--- src/rtl/adc_reader_if.sv ---
// Loop-side handshake of the ADC reader: arm/conv request in, signed sample and
// level "finished" flag out.
interface adc_reader_if #(
  parameter int ADC_WID = 18
);
  logic                      arm;
  logic                      conv;
  logic signed [ADC_WID-1:0] measured_value;
  logic                      finished;

  // master = control loop, slave = adc_reader
  modport master (output arm, conv, input measured_value, finished);
  modport slave  (input arm, conv, output measured_value, finished);
endinterface

--- src/rtl/adc_reader.sv ---
// One CNV pulse plus an MSB-first SCK/SDO readback from an 18-bit SAR ADC per
// arm&conv request; the sample is held with finished=1 until arm drops.
module adc_reader #(
  parameter int ADC_WID         = 18,
  parameter int CONV_CYCLES     = 60,
  parameter int SCK_HALF_CYCLES = 2,
  parameter int TIMER_WID       = 8
) (
  input  logic          clk,
  input  logic          rst_n,
  adc_reader_if.slave   loop,
  output logic          cnv_pin,
  output logic          sck,
  input  logic          sdo,
  output logic [2:0]    state
);

  // Handshake: a read starts on an edge that samples arm=1 and conv=1 in IDLE.
  // finished is a level: it rises with the new measured_value and stays high
  // until an edge samples arm=0; arm=0 earlier abandons the read silently.

  localparam logic [2:0] IDLE       = 3'd0;
  localparam logic [2:0] CONVERT    = 3'd1;
  localparam logic [2:0] SHIFT_LOW  = 3'd2;
  localparam logic [2:0] SHIFT_HIGH = 3'd3;
  localparam logic [2:0] DONE       = 3'd4;

  localparam int CNT_WID = $clog2(ADC_WID + 1);

  localparam logic [TIMER_WID-1:0] CONV_LAST = TIMER_WID'(CONV_CYCLES);
  localparam logic [TIMER_WID-1:0] HALF_LAST = TIMER_WID'(SCK_HALF_CYCLES);
  localparam logic [TIMER_WID-1:0] TIMER_ONE = TIMER_WID'(1);
  localparam logic [CNT_WID-1:0]   LAST_BIT  = CNT_WID'(ADC_WID - 1);

  logic [TIMER_WID-1:0] timer;
  logic [CNT_WID-1:0]   bit_cnt;
  logic [ADC_WID-1:0]   shift;

  // timer counts the cycles already spent in the current phase, starting at 1
  always_ff @(posedge clk or negedge rst_n) begin
    if (!rst_n) begin
      state               <= IDLE;
      timer               <= '0;
      bit_cnt             <= '0;
      shift               <= '0;
      cnv_pin             <= 1'b0;
      sck                 <= 1'b0;
      loop.measured_value <= '0;
      loop.finished       <= 1'b0;
    end else begin
      case (state)
        IDLE: begin
          if (loop.arm && loop.conv) begin
            cnv_pin <= 1'b1;
            timer   <= TIMER_ONE;
            state   <= CONVERT;
          end
        end

        CONVERT: begin
          if (!loop.arm) begin
            cnv_pin <= 1'b0;
            timer   <= '0;
            state   <= IDLE;
          end else if (timer == CONV_LAST) begin
            cnv_pin <= 1'b0;
            timer   <= TIMER_ONE;
            bit_cnt <= '0;
            state   <= SHIFT_LOW;
          end else begin
            timer <= timer + 1'b1;
          end
        end

        SHIFT_LOW: begin
          if (!loop.arm) begin
            sck   <= 1'b0;
            timer <= '0;
            state <= IDLE;
          end else if (timer == HALF_LAST) begin
            // sdo has been stable since the previous SCK fall
            sck   <= 1'b1;
            shift <= {shift[ADC_WID-2:0], sdo};
            timer <= TIMER_ONE;
            state <= SHIFT_HIGH;
          end else begin
            timer <= timer + 1'b1;
          end
        end

        SHIFT_HIGH: begin
          if (timer == HALF_LAST && bit_cnt == LAST_BIT) begin
            // completion wins over a simultaneous arm drop
            sck                 <= 1'b0;
            bit_cnt             <= bit_cnt + 1'b1;
            timer               <= '0;
            loop.measured_value <= shift;
            loop.finished       <= 1'b1;
            state               <= DONE;
          end else if (!loop.arm) begin
            sck   <= 1'b0;
            timer <= '0;
            state <= IDLE;
          end else if (timer == HALF_LAST) begin
            sck     <= 1'b0;
            bit_cnt <= bit_cnt + 1'b1;
            timer   <= TIMER_ONE;
            state   <= SHIFT_LOW;
          end else begin
            timer <= timer + 1'b1;
          end
        end

        DONE: begin
          if (!loop.arm) begin
            loop.finished <= 1'b0;
            state         <= IDLE;
          end
        end

        default: begin
          cnv_pin       <= 1'b0;
          sck           <= 1'b0;
          loop.finished <= 1'b0;
          state         <= IDLE;
        end
      endcase
    end
  end

endmodule
--- src/flat_wrapper.sv ---
// flat-port wrapper written by rule: the top's interface ports become plain ports
module adc_reader_flat 
#(
  parameter int ADC_WID         = 18,
  parameter int CONV_CYCLES     = 60,
  parameter int SCK_HALF_CYCLES = 2,
  parameter int TIMER_WID       = 8
)
  (clk, rst_n, cnv_pin, sck, sdo, state, loop_arm, loop_conv, loop_measured_value, loop_finished);
  adc_reader_if #(.ADC_WID(ADC_WID)) loop_i ();
  input  logic clk;
  input  logic rst_n;
  output logic cnv_pin;
  output logic sck;
  input  logic sdo;
  output logic [2:0] state;
  input wire logic [$bits(loop_i.arm)-1:0] loop_arm;
  input wire logic [$bits(loop_i.conv)-1:0] loop_conv;
  output wire logic [$bits(loop_i.measured_value)-1:0] loop_measured_value;
  output wire logic [$bits(loop_i.finished)-1:0] loop_finished;
  assign loop_i.arm = loop_arm;
  assign loop_i.conv = loop_conv;
  assign loop_measured_value = loop_i.measured_value;
  assign loop_finished = loop_i.finished;
  adc_reader #(.ADC_WID(ADC_WID), .CONV_CYCLES(CONV_CYCLES), .SCK_HALF_CYCLES(SCK_HALF_CYCLES), .TIMER_WID(TIMER_WID)) u_core (.clk(clk), .rst_n(rst_n), .loop(loop_i), .cnv_pin(cnv_pin), .sck(sck), .sdo(sdo), .state(state));
endmodule
--- config.mk ---
export PLATFORM = sky130hd
export DESIGN_NAME = adc_reader_flat
export DESIGN_NICKNAME = d
export VERILOG_FILES = /design/src/rtl/adc_reader_if.sv /design/src/rtl/adc_reader.sv /design/src/flat_wrapper.sv
export SDC_FILE = /design/constraint.sdc
export NUM_CORES = 1
export LEC_CHECK = 0
export BUFFER_PORTS_ARGS = -buffer_cell sky130_fd_sc_hd__buf_4
export CELL_PAD_IN_SITES_DETAIL_PLACEMENT = 0
export CELL_PAD_IN_SITES_GLOBAL_PLACEMENT = 1
export CORE_ASPECT_RATIO = 0.6
export CORE_MARGIN = 2
export CORE_UTILIZATION = 50
export DETAILED_ROUTE_END_ITERATION = 8
export PLACE_DENSITY_LB_ADDON = 0.1
export SLEW_MARGIN = 20
export SYNTH_ARGS = -nofsm -noshare
export SYNTH_HDL_FRONTEND = slang
export SYNTH_SLANG_ARGS = --single-unit
--- constraint.sdc ---
create_clock -name clk -period 6.15 [get_ports clk]
set_input_delay 0.3075 -clock clk [delete_from_list [all_inputs] [get_ports clk]]
set_output_delay 0.3075 -clock clk [all_outputs]
set_load 0.005 [all_outputs]
==> results.sh <==
export IMPL_clockBufferDepth=2
export IMPL_cts_buffers=5
export IMPL_post_cts_resized=0
export IMPL_dp_hpwl_um=3243
export IMPL_drive_gt1_share_pct=32.05
export IMPL_swShare_pct=24.17
export IMPL_drtIter0Drc=95
export IMPL_synth_xor_area_share_pct=0
export IMPL_p_comb_share_pct=6.0
export IMPL_gp_congestion=0.8081
export IMPL_seq_area_um2=1376
export IMPL_layout_common_cells="55 x dfrtp_1, 28 x buf_4, 27 x mux2_2"
export IMPL_avgSynthCellArea_um2=12.32
export IMPL_worstPathRequired_ns=6.34
export IMPL_synthAdderAreaFrac_pct=2.465
export IMPL_avgRoutedWirePerCell_um=15.84
export IMPL_synthMuxAreaShare_pct=17.31
export IMPL_cts_htree_levels=2
export IMPL_antennaDiodeCount=0
export IMPL_rsz0062_at_grt="false"
export IMPL_internal_power_w=0.0004725
export IMPL_final_common_cell="dfrtp_1"
export IMPL_synth_compound_area_share_pct=10.80
export IMPL_syn2layout_area_growth_pct=13.95
export IMPL_ios=29
export IMPL_syn_inst=206
export IMPL_max_freq_mhz=378.8
export IMPL_synth_area_um2=2537
export IMPL_io_buffers=28
export IMPL_dieArea_um2=5679
export IMPL_cp_max_fo=19
export IMPL_startpoint_type="register"
export IMPL_grt_max_degree=56
export IMPL_rows=20
export IMPL_fin_crit_ns=2.640
export IMPL_r2r_end="u_core.shift[14]"
export IMPL_synth_seq_area_share_pct=54.24
export IMPL_ant_nets=0
export IMPL_viasPerCell=5.643
export IMPL_cts_tree="built"
export IMPL_start_util_pct=50.95
export IMPL_synth_top_family_by_area="multiplexers"
export IMPL_synth_simple_area_share_pct=12.08
export IMPL_cp_endpoint="u_core.shift[14]"
export IMPL_setup_viol=0
export IMPL_clk_latency_ns=0.30
export IMPL_vias=1693
export IMPL_switchingPower_w=0.0001506
export IMPL_ff2ff_setup_slack_ns=3.51
export IMPL_die_h_um=59.18
export IMPL_r2r_start="u_core.timer[0]"
export IMPL_status="completed"
export IMPL_pwr_share_clk_pct=33.9
export IMPL_drtPass1Iterations=4
export IMPL_power_leakage_nw=1.454
export IMPL_die_x_um=95.97
export IMPL_worstSetupPathType="register to register"
export IMPL_async_reset_ff_share_pct=100.0
export IMPL_placed_area_um2=2781
export IMPL_clk_pin_slew_ns=0.10
export IMPL_hold_viol=0
export IMPL_synthFlopType="dfrtp_1"
export IMPL_cts_sinks=55
export IMPL_grt_pass1_wl_um=7672
export IMPL_power_density_nw_per_um2=215.5
export IMPL_hold_path_class="input port to async pin"
export IMPL_ys_ff_latch=55
export IMPL_fin_skew_ns=0.006546
export IMPL_ctsHoldBuffers=0
export IMPL_crit_arrival_ns=2.83
export IMPL_tightest_slew_ns=0.9991
export IMPL_gr_usage_all_layers_pct=17.82
export IMPL_finalCritPeriodShare_pct=42.92
export IMPL_multi_input_area_um2=1082
export IMPL_r2r_cells=6
export IMPL_startpoint="u_core.timer[0]"
export IMPL_slew_headroom_pct=33.39
export IMPL_n_fill_cell=431
export IMPL_core_um2=4980
export IMPL_finalSetupTns_ns=0
export IMPL_synth_edff_count=0
export IMPL_drt_wl_total_um=4753
export IMPL_grt_pass1_vias=1549
export IMPL_cts_setup_buffers=0
export IMPL_peakVddDrop_uv=132.1
export IMPL_drv_slew=0
export IMPL_synth_distinct_cells=43
export IMPL_max_cap_viol_count=0
export IMPL_grt_overflow=0
export IMPL_antenna_found_initial=0
export IMPL_p_seq_share_pct=60.1
export IMPL_stdcell_area_um2=2892
export IMPL_yosysWarnings=0
export IMPL_nets=243
export IMPL_syn_nets=216
export IMPL_drc=0
export IMPL_root_buffer="clkbuf_8"
export IMPL_endpoint_kind="register"
==> synth_stat cells (all sizes together), types with 2 or more instances <==
master	n	share of area, %
o31ai	3	0.89
nor3	3	0.79
nand2	17	2.5
a21boi	3	0.89
nor2	5	0.74
nor4bb	2	0.79
clkbuf	6	0.89
o21ai	8	1.6
nand4	2	0.49
nor2b	5	1.2
o211ai	6	1.8
o21a	2	0.59
buf	3	1.0
or3	2	0.49
nand3	8	1.6
o22ai	4	0.99
inv	8	1.2
mux2	36	17
ha	5	2.5
dfrtp	55	54
a21oi	4	0.79
==> metrics by stage <==
stage | util (%) | worst slack [ns] | hold WS (ns) | std cells | total power (W)
final | 58.07 | 3.510 | 0.03242 | 300 | 0.0006231
after global routing | 58.07 | 3.371 | 0.08863 | 300 | 0.0006518
after CTS | 57.84 | 3.207 | 0.07100 | 299 | 0.0006269
after floorplan | - | 4.031 | 0.01191 | 206 | 0.0003994
after global placement | 55.85 | 3.407 | 0.3777 | 291 | 0.0004179
after detailed placement | 55.85 | 3.223 | 0.4046 | 291 | 0.0004193
==> flip-flops by register name, indices dropped and copies added, names as in the netlist <==
signal / flops
u_core.cnv_pin: 1
u_core.state: 3
u_core.timer: 8
u_core.sck: 1
u_core.shift: 18
u_core.loop.finished: 1
u_core.bit_cnt: 5
u_core.loop.measured_value: 18
==> power by group through the flow <==
stage	Combinational, W	Clock [W]	Sequential, W
floorplan	0.0000206	0	0.000379
global placement	0.0000370	0	0.000381
detailed placement	0.0000382	0	0.000381
CTS	0.0000385	0.000214	0.000374
global route	0.0000432	0.000233	0.000375
finish	0.0000376	0.000211	0.000374
==> final cells by class <==
| cell class | instances | area share (%) |
|---|---|---|
| multi-input cells | 134 | 37.43 |
| clock inverters | 2 | 0.5625 |
| clock buffers | 6 | 2.856 |
| well taps | 66 | 2.856 |
| inverters | 8 | 1.039 |
| repair buffers | 29 | 7.659 |
| flip-flops and latches | 55 | 47.60 |
==> per-layer routing <==
layer	track usage (%)	wire length, um	part of all wire, %
met4	3.673	15	0.32
met2	25.37	1982	42
met1	27.51	2558	54
met3	4.580	196	4.1
met5	0	0	0
==> worst min path at each step <==
| stage | from | endpoint |
|---|---|---|
| finish | rst_n | u_core.timer[7] |
| floorplan | rst_n | u_core.bit_cnt[0] |
| global route | rst_n | u_core.loop.measured_value[3] |
| CTS | rst_n | u_core.loop.measured_value[13] |
| detailed placement | rst_n | u_core.timer[2] |
| global placement | rst_n | u_core.timer[7] |
==> critical path: stages (launching register included) <==
cell and delay [ns]:
dfrtp_1 0.47, inv_1 0.16, ha_1 0.16, nor4b_4 0.36
nand2_1 0.14, or3_1 0.79, mux2_4 0.45
==> cell families after synthesis <==
kind of cell	Yosys count
adder cells (fa/ha/maj)	5
buffers and inverters	17
flip-flops	55
multiplexers	36
AO/OA/AOI/OAI	40
AND/OR/NAND/NOR	53
No activity file was read; power rests on OpenSTA's default activity.
